### src/rtl/pong_pkg.sv
// Shared types and constants for the Pong match controller: FSM state codes,
// winner codes, serve directions and default match parameters.
package pong_pkg;

    typedef enum logic [2:0] {
        ST_IDLE  = 3'd0,
        ST_SERVE = 3'd1,
        ST_PLAY  = 3'd2,
        ST_POINT = 3'd3,
        ST_OVER  = 3'd4
    } state_t;

    typedef enum logic [1:0] {
        WIN_NONE = 2'd0,
        WIN_P1   = 2'd1,
        WIN_P2   = 2'd2
    } winner_t;

    localparam logic DIR_P1 = 1'b0;
    localparam logic DIR_P2 = 1'b1;

    localparam int DEF_WIN_SCORE    = 7;
    localparam int DEF_PAUSE_FRAMES = 60;

    // Pause counter must hold 0..frames; keep at least one bit when frames is 0.
    function automatic int cnt_width(input int frames);
        return (frames < 1) ? 1 : $clog2(frames + 1);
    endfunction

endpackage

### src/rtl/pong_match_ctrl_rise_edge_detect.sv
// Registered rising-edge detector; RESET_LEVEL sets the history flop's reset
// value so a level already high at reset release is not seen as an edge.
module rise_edge_detect #(
    parameter logic RESET_LEVEL = 1'b0
) (
    input  logic clk_100MHz,
    input  logic reset,
    input  logic in,
    output logic pulse
);

    logic prev;

    // NOTE: sequential state uses non-blocking assignments so every flop
    // samples the pre-edge values, independent of statement order.
    always_ff @(posedge clk_100MHz) begin
        if (reset) begin
            prev  <= RESET_LEVEL;
            pulse <= 1'b0;
        end else begin
            prev  <= in;
            pulse <= in & ~prev;
        end
    end

endmodule

### src/rtl/pong_match_ctrl.sv
// Pong match sequencer: runs/freezes/re-centres the ball, keeps scores, declares
// a winner. Define PONG_AUTO_SERVE_EN to auto-serve after PAUSE_FRAMES ticks in SERVE.
module pong_match_ctrl
    import pong_pkg::*;
#(
    parameter int WIN_SCORE    = DEF_WIN_SCORE,
    parameter int PAUSE_FRAMES = DEF_PAUSE_FRAMES,
    parameter int SCORE_W      = 4
) (
    input  logic               clk_100MHz,
    input  logic               reset,
    input  logic               frame_tick,
    input  logic               serve,
    input  logic               miss1,
    input  logic               miss2,
    output logic               ball_run,
    output logic               ball_reset,
    output logic               serve_dir,
    output logic [SCORE_W-1:0] score1,
    output logic [SCORE_W-1:0] score2,
    output logic [2:0]         state,
    output logic [1:0]         winner
);

    localparam int CNT_W = cnt_width(PAUSE_FRAMES);

    state_t             state_q, state_nxt;
    winner_t            win_q, win_nxt;
    logic [CNT_W-1:0]   cnt_q, cnt_nxt;
    logic [SCORE_W-1:0] s1_nxt, s2_nxt;
    logic               run_nxt, brst_nxt, dir_nxt;
    logic               serve_evt;
    logic               last_tick;
    logic               p1_won, p2_won;

    rise_edge_detect #(.RESET_LEVEL(1'b1)) u_serve_edge (
        .clk_100MHz (clk_100MHz),
        .reset      (reset),
        .in         (serve),
        .pulse      (serve_evt)
    );

    assign last_tick = (PAUSE_FRAMES == 0) || (cnt_q == CNT_W'(PAUSE_FRAMES - 1));
    assign p1_won    = (score1 == SCORE_W'(WIN_SCORE));
    assign p2_won    = (score2 == SCORE_W'(WIN_SCORE));

    // NOTE: every signal written here gets a default first, so no path can
    // leave one unassigned and infer a latch.
    always_comb begin
        state_nxt = state_q;
        win_nxt   = win_q;
        cnt_nxt   = cnt_q;
        s1_nxt    = score1;
        s2_nxt    = score2;
        run_nxt   = ball_run;
        brst_nxt  = 1'b0;
        dir_nxt   = serve_dir;

        case (state_q)
            ST_IDLE: begin
                run_nxt = 1'b0;
                if (serve_evt) begin
                    s1_nxt    = '0;
                    s2_nxt    = '0;
                    cnt_nxt   = '0;
                    brst_nxt  = 1'b1;
                    state_nxt = ST_SERVE;
                end
            end

            ST_SERVE: begin
                run_nxt = 1'b0;
                if (serve_evt) begin
                    run_nxt   = 1'b1;
                    state_nxt = ST_PLAY;
                end
`ifdef PONG_AUTO_SERVE_EN
                else if (frame_tick) begin
                    cnt_nxt = last_tick ? CNT_W'(PAUSE_FRAMES) : cnt_q + CNT_W'(1);
                    if (last_tick) begin
                        run_nxt   = 1'b1;
                        state_nxt = ST_PLAY;
                    end
                end
`else
`endif
            end

            ST_PLAY: begin
                run_nxt = 1'b1;
                if (miss1 || miss2) begin
                    run_nxt   = 1'b0;
                    cnt_nxt   = '0;
                    state_nxt = ST_POINT;
                    if (miss1 && miss2) begin
                        dir_nxt = ~serve_dir;
                    end else if (miss1) begin
                        s2_nxt  = score2 + SCORE_W'(1);
                        dir_nxt = DIR_P1;
                    end else begin
                        s1_nxt  = score1 + SCORE_W'(1);
                        dir_nxt = DIR_P2;
                    end
                end
            end

            ST_POINT: begin
                run_nxt = 1'b0;
                if (frame_tick) begin
                    cnt_nxt = last_tick ? CNT_W'(PAUSE_FRAMES) : cnt_q + CNT_W'(1);
                    if (last_tick) begin
                        if (p1_won) begin
                            win_nxt   = WIN_P1;
                            state_nxt = ST_OVER;
                        end else if (p2_won) begin
                            win_nxt   = WIN_P2;
                            state_nxt = ST_OVER;
                        end else begin
                            brst_nxt  = 1'b1;
                            cnt_nxt   = '0;
                            state_nxt = ST_SERVE;
                        end
                    end
                end
            end

            ST_OVER: begin
                run_nxt = 1'b0;
                if (serve_evt) begin
                    s1_nxt    = '0;
                    s2_nxt    = '0;
                    win_nxt   = WIN_NONE;
                    dir_nxt   = DIR_P1;
                    cnt_nxt   = '0;
                    brst_nxt  = 1'b1;
                    state_nxt = ST_SERVE;
                end
            end

            default: begin
                run_nxt   = 1'b0;
                state_nxt = ST_IDLE;
            end
        endcase
    end

    always_ff @(posedge clk_100MHz) begin
        if (reset) begin
            state_q    <= ST_IDLE;
            win_q      <= WIN_NONE;
            cnt_q      <= '0;
            score1     <= '0;
            score2     <= '0;
            ball_run   <= 1'b0;
            ball_reset <= 1'b0;
            serve_dir  <= DIR_P1;
        end else begin
            state_q    <= state_nxt;
            win_q      <= win_nxt;
            cnt_q      <= cnt_nxt;
            score1     <= s1_nxt;
            score2     <= s2_nxt;
            ball_run   <= run_nxt;
            ball_reset <= brst_nxt;
            serve_dir  <= dir_nxt;
        end
    end

    assign state  = state_q;
    assign winner = win_q;

endmodule
### config.mk
export PLATFORM = sky130hd
export DESIGN_NAME = pong_match_ctrl
export DESIGN_NICKNAME = d
export VERILOG_FILES = /design/src/rtl/pong_pkg.sv /design/src/rtl/pong_match_ctrl_rise_edge_detect.sv /design/src/rtl/pong_match_ctrl.sv
export SDC_FILE = /design/constraint.sdc
export NUM_CORES = 1
export LEC_CHECK = 0
export BUFFER_PORTS_ARGS = -buffer_cell sky130_fd_sc_hd__clkbuf_2
export CORE_UTILIZATION = 46
export CTS_CLUSTER_SIZE = 8
export DETAILED_ROUTE_END_ITERATION = 10
export HOLD_SLACK_MARGIN = 0.12
export PLACE_DENSITY_LB_ADDON = 0.05
export SETUP_SLACK_MARGIN = 0.15
export SLEW_MARGIN = 30
export SYNTH_ARGS = -nofsm -noshare
export SYNTH_HDL_FRONTEND = slang
export SYNTH_SLANG_ARGS = --single-unit
### constraint.sdc
create_clock -name clk_100MHz -period 4.3 [get_ports clk_100MHz]
set_input_delay 0.86 -clock clk_100MHz [delete_from_list [all_inputs] [get_ports clk_100MHz]]
set_output_delay 0.86 -clock clk_100MHz [all_outputs]
set_load 0.02 [all_outputs]
==> results of run 1 <==
## cells in the mapped netlist (all sizes together)
cell      n
a2111oi   2
xnor2     2
nand3     9
or3       2
nor3b     3
ha        3
a211oi    4
a21oi    11
nor2     18
nand4     3
nand2b    2
dfxtp    24
or4       1
nand4bb   3
o221ai    1
and2b     1
a22oi     1
a21o      1
a31oi     1
inv       2
nand2    18
or2       4
and2      2
o41ai     1
buf       3
mux2i     3
nor2b     1
xor2      4
nor3      2
clkbuf    2
o21ai     4
nand3b    4
## where the power goes
part / total (µW) / switching (µW) / internal [µW]
Sequential: 228 / 3.48 / 225
Clock: 94.5 / 61.8 / 32.6
Combinational: 23.2 / 14.6 / 8.59
Total: 346 / 79.9 / 266
## per-layer routing
metal  wire length (µm)  vias to the layer above
li1                   -                      544
met1               1100                      493
met2               1160                       21
met3                 69                        4
met4                 34                        0
met5                  0                        -
## sequential cells by signal, indices dropped and copies added, names as in the netlist
name / cells
winner: 2
ball_run: 1
u_serve_edge.prev: 1
u_serve_edge.pulse: 1
serve_dir: 1
ball_reset: 1
score2: 4
cnt_q: 6
state: 3
score1: 4
## how the worst max path moves through the flow
| stage | end | slack [ns] | cells past startpoint |
|---|---|---|---|
| 6_report | state[0] | 2.16 | 1 |
| 5_1_grt | state[0] | 2.07 | 1 |
| 4_1_cts | state[0] | 2.14 | 1 |
| 3_5_place_dp | cnt_q[3] | 2.16 | 6 |
| 3_3_place_gp | score1[3] | 2.25 | 6 |
| 2_1_floorplan | cnt_q[3] | 2.50 | 5 |
## stage by stage
step	area (µm²)	setup WS, ns	hold WS (ns)
after floorplan	1240	2.50	0.373
after global placement	1360	2.25	0.378
after detailed placement	1360	2.16	0.392
after CTS	1380	2.14	0.410
after global routing	1380	2.07	0.439
final	1380	2.16	0.406
## area by class of cell
type,count,area [µm²],area share [%]
clock buffer,3,22.5,1.63
multi-input combinational,111,724,52.6
inverter,2,7.51,0.545
timing repair buffer,21,105,7.63
tap,30,37.5,2.72
sequential,24,480,34.9
## kinds of logic (layout without fill, tap and decap cells)
group | after synthesis | after routing
buf+inv | 7 | 26
xor+xnor | 6 | 6
flops | 24 | 24
fa+ha+maj | 3 | 3
mux | 3 | 3
compound gates | 26 | 26
simple gates | 73 | 73
==> impl_results.md, run 1 <==
- Placer Congestion: 0.743
- Synth Area in Adders: 3.02%
- Final Core Density: 54.6%
- Rows: 18
- Starting Density: 49.3%
- Die Span X: 54.0 µm
- CP max stage cell: dfxtp_1
- Global-route wire length before repair: 3.76 mm
- Hold Crit Depth: 1
- Final wirelength: 2.37 mm
- Die ar.: 0.00292 mm²
- Worst flop-to-flop path startpoint: score1[0]
- Crit-path max cell delay: 0.71 ns
- Setup violators final: 0
- GR peak layer: met2
- GR Layer Usage met3: 2.54%
- Synth Area in Simple Gates: 33.2%
- Clock Tree Buf Depth: 2
- Least-Margin Pin Slew: 0.574 ns
- Initial antenna violation count: 0
- H-tree levels: 1
- Ant diodes: 0
- Commonest non-fill, non-tap cell in the layout: dfxtp_1
- Met2 Resource Use GR: 30.5%
- R2R depth: 6
- CTS tree: yes
- Mapped Area: 0.00124 mm²
- Skew-Pair Late Insertion Delay: 0.30 ns
- DRT antenna net count: 0
- CTS Buf Count: 3
- Crit path arrival time: 1.28 ns
- Worst clock skew: 0.00450 ns
- Worst path cell trace: clkbuf_2
- Largest net degree at the start of global routing: 18
- Vias: 1062
- Top post-synthesis cells by area: dfxtp_1, nand2_1, nor2_1, a21oi_1, nand3_1
- Worst Setup SP: state[0]
- Slew Viols, Final: 0
- Final hold viol count: 0
- Met1 Resource Use GR: between 20 and 25%
- Crit path time final: 2.14 ns
- Family with the most delay on the worst path: flip-flops
- I/O pin cnt: 22
- Maxcap violations: 0
- Count of state elements after synthesis: 24
- DR pass1 iterations: 4
- RR Endpoint: cnt_q[5]
- Layout Cells excl Fill: between 150 and 200
- Overall power: between 300 and 400 µW
- R2R Setup Slk: around 2.5 ns
- Fill cells: 260
- Die height: 54.0 µm
- Critical Path Fanout Max: 16
- Layout cells sized above 1: 23.6%
- WP data required: 3.44 ns
- Post-Syn Area per Cell: 8.76 µm²
- Yosys top cell by area: dfxtp_1
- Synthesized net count: 151
- Post-synth top area share: 38.6%
- CP Capture Type: primary output
- Cells after DPL: roughly 190
- Remaining global-route overflow: 0
- Main combinational cell family by area after synthesis: simple AND/OR/NAND/NOR gates
- Commonest non-fill, non-tap cells in the layout: dfxtp_1, clkbuf_2, nand2_1, nor2_1, a21oi_1
- Clk root buf: clkbuf_4
- Vias in the first global route: 907
- Post-Syn Instances: 142
- Pleak: 0.000544 µW
- Worst-path clk slew: about 0.12 ns
- Area grow syn2layout: 10.8%
- Setup TNS: 0 ns
- Sequential area share after synthesis: 38.6%
- Final net count: 172
- Avg Vias per Cell: about 5.6
- Hold path startpoint: u_serve_edge.prev
- Hold WC Path Type: flop to flop
- Synth Area in XOR/XNOR: 4.23%
- Post-CTS Setup Inserts: 0
- Buf/Inv on CP: 1
- Gr usage total: 17.9%
- Status: completed
- Power per cell area: roughly 250 mW/mm²
- CP startpoint kind: flop
- Peak supply drop: between 0.2 and 0.25 mV
- Critical path class: flop to primary output
- RSZ-0062 raised after global routing: false
- Max_slew headroom: 61.7%
- Count of different cell masters after synthesis: between 40 and 50
- DP HPWL: about 1.8 mm
- Hold Path Sink: u_serve_edge.pulse
- DRC Markers: 0
- # port buffers: 21
- F_max: 467 MHz
- Sink Count: 24
- Final Cycle Share: 49.8%
- Core area: about 0.0025 mm²
- Compound-gate portion of the synthesized area: 15.4%
- Post-CTS sizing: 0
- DR WL/cell: 12.4 µm
- Syn. warnings: 0
- DRT iter0 DRCs: 19
- Mux contribution to synthesized area: ~2.4%
- Post-CTS Hold Fix Bufs: 0
Note: power is estimated with default switching activity, not from simulation.
==> run 2: changes to the inputs <==
==> constraint.sdc (replaced) <==
create_clock -name clk_100MHz -period 1.7 [get_ports clk_100MHz]
set_input_delay 0.34 -clock clk_100MHz [delete_from_list [all_inputs] [get_ports clk_100MHz]]
set_output_delay 0.34 -clock clk_100MHz [all_outputs]
set_load 0.02 [all_outputs]
==> impl_results.md, run 2 (synthesized netlist as in run 1, its figures left out) <==
- CTS tree: yes
- Status: completed
- Layout cells sized above 1: 41.2% (+18 points)
- Worst flop-to-flop path startpoint: cnt_q[0]
- Setup violators final: 0 (unchanged)
- Commonest non-fill, non-tap cell in the layout: clkbuf_2
- Global-route wire length before repair: 4.35 mm (+16%)
- Die ar.: 0.00292 mm² (unchanged)
- Worst-path clk slew: 0.13 ns (about the same)
- Setup TNS: 0 ns (unchanged)
- Starting Density: 49.3% (unchanged)
- Worst Setup SP: cnt_q[0]
- DP HPWL: 1.87 mm (+3.5%)
- Placer Congestion: 0.821 (+10%)
- Pleak: 0.000668 µW (+23%)
- I/O pin cnt: 22 (unchanged)
- Crit-path max cell delay: 0.38 ns (-0.33 ns)
- CP max stage cell: dfxtp_2
- Die height: 54.0 µm (unchanged)
- Rows: 18 (unchanged)
- CTS Buf Count: 3 (unchanged)
- Critical path class: flop to flop
- Largest net degree at the start of global routing: 18 (unchanged)
- Post-CTS Hold Fix Bufs: 0 (unchanged)
- DRT iter0 DRCs: 18 (-1)
- Final net count: 192 (+12%)
- Largest Register: cnt_q
- Max_slew headroom: 71.9% (+10 points)
- Core area: 0.00252 mm² (unchanged)
- Power per cell area: 585 mW/mm² (+130%)
- Worst path cell trace: ha_4, nand4_1, nor3_2, nand3b_1, or3_4, o21ai_2
- Clock Tree Buf Depth: 2 (unchanged)
- Final Cycle Share: 92.2%
- Peak supply drop: 0.589 mV (+190%)
- Skew-Pair Late Insertion Delay: 0.31 ns (about the same)
- R2R Setup Slk: 0.13 ns (-2.40 ns)
- Commonest non-fill, non-tap cells in the layout: clkbuf_2, buf_4, nand2_1
- Gr usage total: 20.5% (+2.6 points)
- WP data required: 1.96 ns (-1.48 ns)
- Clk root buf: clkbuf_4
- DR pass1 iterations: 4 (unchanged)
- Area grow syn2layout: 29.7%
- Ant diodes: 0 (unchanged)
- DR WL/cell: 12.3 µm (-0.82%)
- Sink Count: 24 (unchanged)
- Final hold viol count: 0 (unchanged)
- Remaining global-route overflow: 0 (unchanged)
- Worst clock skew: 0.00470 ns (+0.000199 ns)
- Maxcap violations: 0 (unchanged)
- RSZ-0062 raised after global routing: true
- Hold path startpoint: serve
- Die Span X: 54.0 µm (unchanged)
- CP Capture Type: flop
- Avg Vias per Cell: 5.32 (-4.3%)
- DRC Markers: 0 (unchanged)
- Family with the most delay on the worst path: simple AND/OR/NAND/NOR gates
- Initial antenna violation count: 0 (unchanged)
- Overall power: 943 µW (+170%)
- Hold WC Path Type: input port to flop
- Critical Path Fanout Max: 3 (-13)
- Crit path time final: 1.57 ns
- Biggest regs: cnt_q (6), score1 (4), score2 (4)
- Max reg flops: 6 (unchanged)
- Crit path arrival time: 1.83 ns (+0.55 ns)
- Vias in the first global route: 1019 (+12%)
- F_max: about 640 MHz
- Least-Margin Pin Slew: 0.422 ns (-0.152 ns)
- DRT antenna net count: 0 (unchanged)
- Slew Viols, Final: 0 (unchanged)
- CP startpoint kind: flop
- # port buffers: 21 (unchanged)
- Vias: 1128 (+6.2%)
- Buf/Inv on CP: 0 (-1)
- Final wirelength: 2.61 mm (+10%)
- H-tree levels: 1 (unchanged)
-- run 2: worst register-to-register path: cells and delay by family, from the launching register on --
kind            cells  cell delay, ns
compound gates      1            0.11
simple gates        4            0.88
fa+ha+maj           1            0.14
flops               1            0.38
-- run 2: final timing paths --
kind | endpoint | cells past startpoint
min reg2reg | u_serve_edge.pulse | 1
min | u_serve_edge.prev | 2
max reg2reg | winner[0] | 6
max | winner[0] | 6
-- run 2: per-stage QoR --
step                util [%]  instances  instance area, µm²  hold WS (ns)  worst slack, ns
floorplan                  -        142                1260         0.373            0.152
global placement        56.3        194                1420         0.378            0.150
detailed placement      56.3        194                1420         0.392            0.105
CTS                     60.7        207                1530         0.206            0.147
global route            63.9        212                1610         0.212           0.0692
finish                  63.9        212                1610         0.218            0.132
-- run 2: layer usage --
layer	up-vias	track usage, %	wire length [µm]
met5	-	0	0
met1	528	25.1	1200
met4	0	7.69	10
met2	18	35.8	1320
li1	580	-	-
met3	2	2.82	77
-- run 2: cell type report --
type,count,area [µm²]
Clock buffer,4,36.3
Fill cell,235,910
Inverter,2,7.51
Multi-Input combinational cell,111,774
Sequential cell,24,502
Tap cell,30,37.5
Timing Repair Buffer,41,255
-- run 2: what timing repair did --
item / 4_1_cts / 5_1_grt
resized for setup: 4 / 8
setup buffers: 9 / 5
pin swaps: 8 / 8
setup endpoints to repair: 8 / 9
endpoints found under the hold margin: 0 / 0
-- run 2: power breakdown --
part | leakage [µW] | switching, µW | internal (µW)
clock network | 0.0000210 | 170 | 131
registers | 0.000200 | 6.45 | 563
logic | 0.000447 | 42.4 | 30.7
total | 0.000668 | 219 | 725
==> run 3: changes to the inputs <==
--- a/config.mk
+++ b/config.mk
@@ -6,7 +6,7 @@
 export NUM_CORES = 1
 export LEC_CHECK = 0
 export BUFFER_PORTS_ARGS = -buffer_cell sky130_fd_sc_hd__clkbuf_2
-export CORE_UTILIZATION = 46
+export CORE_UTILIZATION = 44
 export CTS_CLUSTER_SIZE = 8
 export DETAILED_ROUTE_END_ITERATION = 10
 export HOLD_SLACK_MARGIN = 0.12
==> impl_results.md, run 3 (synthesized netlist as in run 1, its figures left out) <==
- Peak supply drop: 0.509 mV (-14%)
- Worst clock skew: 0.00513 ns (+0.000426 ns)
- CP startpoint kind: flop
- Commonest non-fill, non-tap cell in the layout: clkbuf_2
- Layout Cells excl Fill: 213 (+0.47%)
- Multi-input logic area: 818 µm² (+5.7%)
- Max reg flops: 6 (unchanged)
- Sequential power share: 53.7% (-6.7 points)
- Clock Tree Buf Depth: 2 (unchanged)
- Status: completed
- Vias: 1162 (+3.0%)
- Pleak: 0.000700 µW (+4.9%)
- Remaining global-route overflow: 0 (unchanged)
- CTS Buf Count: 3 (unchanged)
- Least-Margin Pin Slew: 0.413 ns (-0.00875 ns)
- Switch share: 21.5% (-1.7 points)
- DRT antenna net count: 0 (unchanged)
- H-tree levels: 1 (unchanged)
- Maxcap violations: 0 (unchanged)
- Power per cell area: 625 mW/mm² (+6.8%)
- WP data required: 1.93 ns (-0.03 ns)
- Fill cells: 217 (-7.7%)
- Placer Congestion: 0.799 (-2.7%)
- DR WL/cell: 13.2 µm (+7.6%)
- RSZ-0062 raised after global routing: true
- Global-route wire length before repair: 4.21 mm (-3.2%)
- Die ar.: 0.00304 mm² (+4.4%)
- Slew Viols, Final: 0 (unchanged)
- Clock power share: 39.0% (+7.1 points)
- Largest Register: cnt_q
- Core area: 0.00257 mm² (+1.8%)
- DRT iter0 DRCs: 28 (+10)
- Hold WS: 0.218 ns (-0.000540 ns)
- Rows: 18 (unchanged)
- DR pass1 iterations: 5 (+1)
- F_max: 632 MHz (-0.96%)
- Clk root buf: clkbuf_4
- Starting Density: 48.4% (-0.87 points)
- Final hold viol count: 0 (unchanged)
- Critical Path Fanout Max: 6 (+3)
- Vias in the first global route: 1021 (+0.20%)
- Setup violators final: 0 (unchanged)
- Final wirelength: 2.82 mm (+8.1%)
- # port buffers: 21 (unchanged)
- Comb power frac: 7.3% (-0.4 points)
- Sink Count: 24 (unchanged)
- Crit path time final: 1.58 ns (+0.0151 ns)
- Commonest non-fill, non-tap cells in the layout: clkbuf_2, buf_4, nand2_1, nor2_1, dfxtp_1
- Layout cells sized above 1: 42.6% (+1.4 points)
- DP HPWL: 1.91 mm (+2.1%)
- Die Span X: 55.2 µm (+2.2%)
- Avg Vias per Cell: 5.46 (+2.5%)
- Critical path class: flop to flop
- Gr usage total: 19.7% (-0.73 points)
- Die height: 55.2 µm (+2.2%)
- I/O pin cnt: 22 (unchanged)
- Skew-Pair Late Insertion Delay: 0.31 ns (about the same)
- Area grow syn2layout: 36.3%
- Overall power: 1060 µW (+12%)
- Setup TNS: 0 ns (unchanged)
- Worst-path clk slew: 0.14 ns (about the same)
- CTS tree: yes
- CP Capture Type: flop
- Ant diodes: 0 (unchanged)
- Largest net degree at the start of global routing: 18 (unchanged)
- DRC Markers: 0 (unchanged)
- Final Cycle Share: 93.1% (+0.89 points)
- Final net count: 193 (+0.52%)
- Hold WC Path Type: input port to flop
- Initial antenna violation count: 0 (unchanged)
- Crit path arrival time: 1.81 ns (-0.02 ns)
- Biggest regs: cnt_q (6), score1 (4), score2 (4)
- NetSw: 227 µW (+3.9%)
- Max_slew headroom: 72.5% (+0.58 points)
- Cells after DPL: 192 (-1.0%)
- Register area: 504 µm² (+0.50%)
- Pint: 832 µW (+15%)
==> run 3: final timing paths <==
kind / from / endpoint / slack [ns] / cells after the start
hold reg to reg: u_serve_edge.prev / u_serve_edge.pulse / 0.40 / 1
setup / recovery: cnt_q[1] / cnt_q[3] / 0.12 / 7
setup reg to reg: cnt_q[1] / cnt_q[3] / 0.12 / 7
hold / removal: serve / u_serve_edge.prev / 0.22 / 2
==> run 3: per-stage QoR <==
step / cell area [µm²] / utilization [%] / worst slack [ns]
4_1_cts: 1620 / 63.2 / 0.128
5_1_grt: 1700 / 66.0 / 0.0690
2_1_floorplan: 1260 / - / 0.152
3_3_place_gp: 1410 / 54.7 / 0.113
3_5_place_dp: 1410 / 54.7 / 0.0137
6_report: 1700 / 66.0 / 0.117
==> run 3: power groups by stage <==
stage	sequential [µW]	clock (µW)	combinational (µW)
2_1_floorplan	586	0	36.0
3_3_place_gp	583	0	63.1
3_5_place_dp	583	0	65.2
4_1_cts	570	424	72.9
5_1_grt	570	440	85.7
6_report	569	413	77.1
==> run 3: critical path, stage by stage, from the launching register on <==
cell,delay [ns]
dfxtp_2,0.38
ha_4,0.14
nand4_1,0.13
nor2_1,0.33
a2111oi_4,0.12
buf_4,0.18
a22oi_1,0.14
nand2_1,0.07
==> run 3: routing by layer <==
layer | vias to the layer above | global-route usage, % | share of wire [%]
met5 | - | 0 | 0
met3 | 6 | 3.55 | 4.3
met4 | 0 | 8.75 | 0.99
met2 | 29 | 33.3 | 48
li1 | 586 | - | -
met1 | 541 | 24.3 | 47
==> run 3: cell type report <==
type,count,area share (%)
Multi-Input combinational cell,111,48.3
Tap cell,30,2.21
Inverter,2,0.443
Clock inverter,1,1.77
Sequential cell,24,29.7
Clock buffer,3,1.33
Timing Repair Buffer,42,16.2
==> run 3: timing repair <==
action / CTS / global route
gates resized for setup: 9 / 10
setup buffers: 14 / 3
hold buffers: 0 / 0
setup endpoints to repair: 9 / 11
pin swaps: 6 / 6
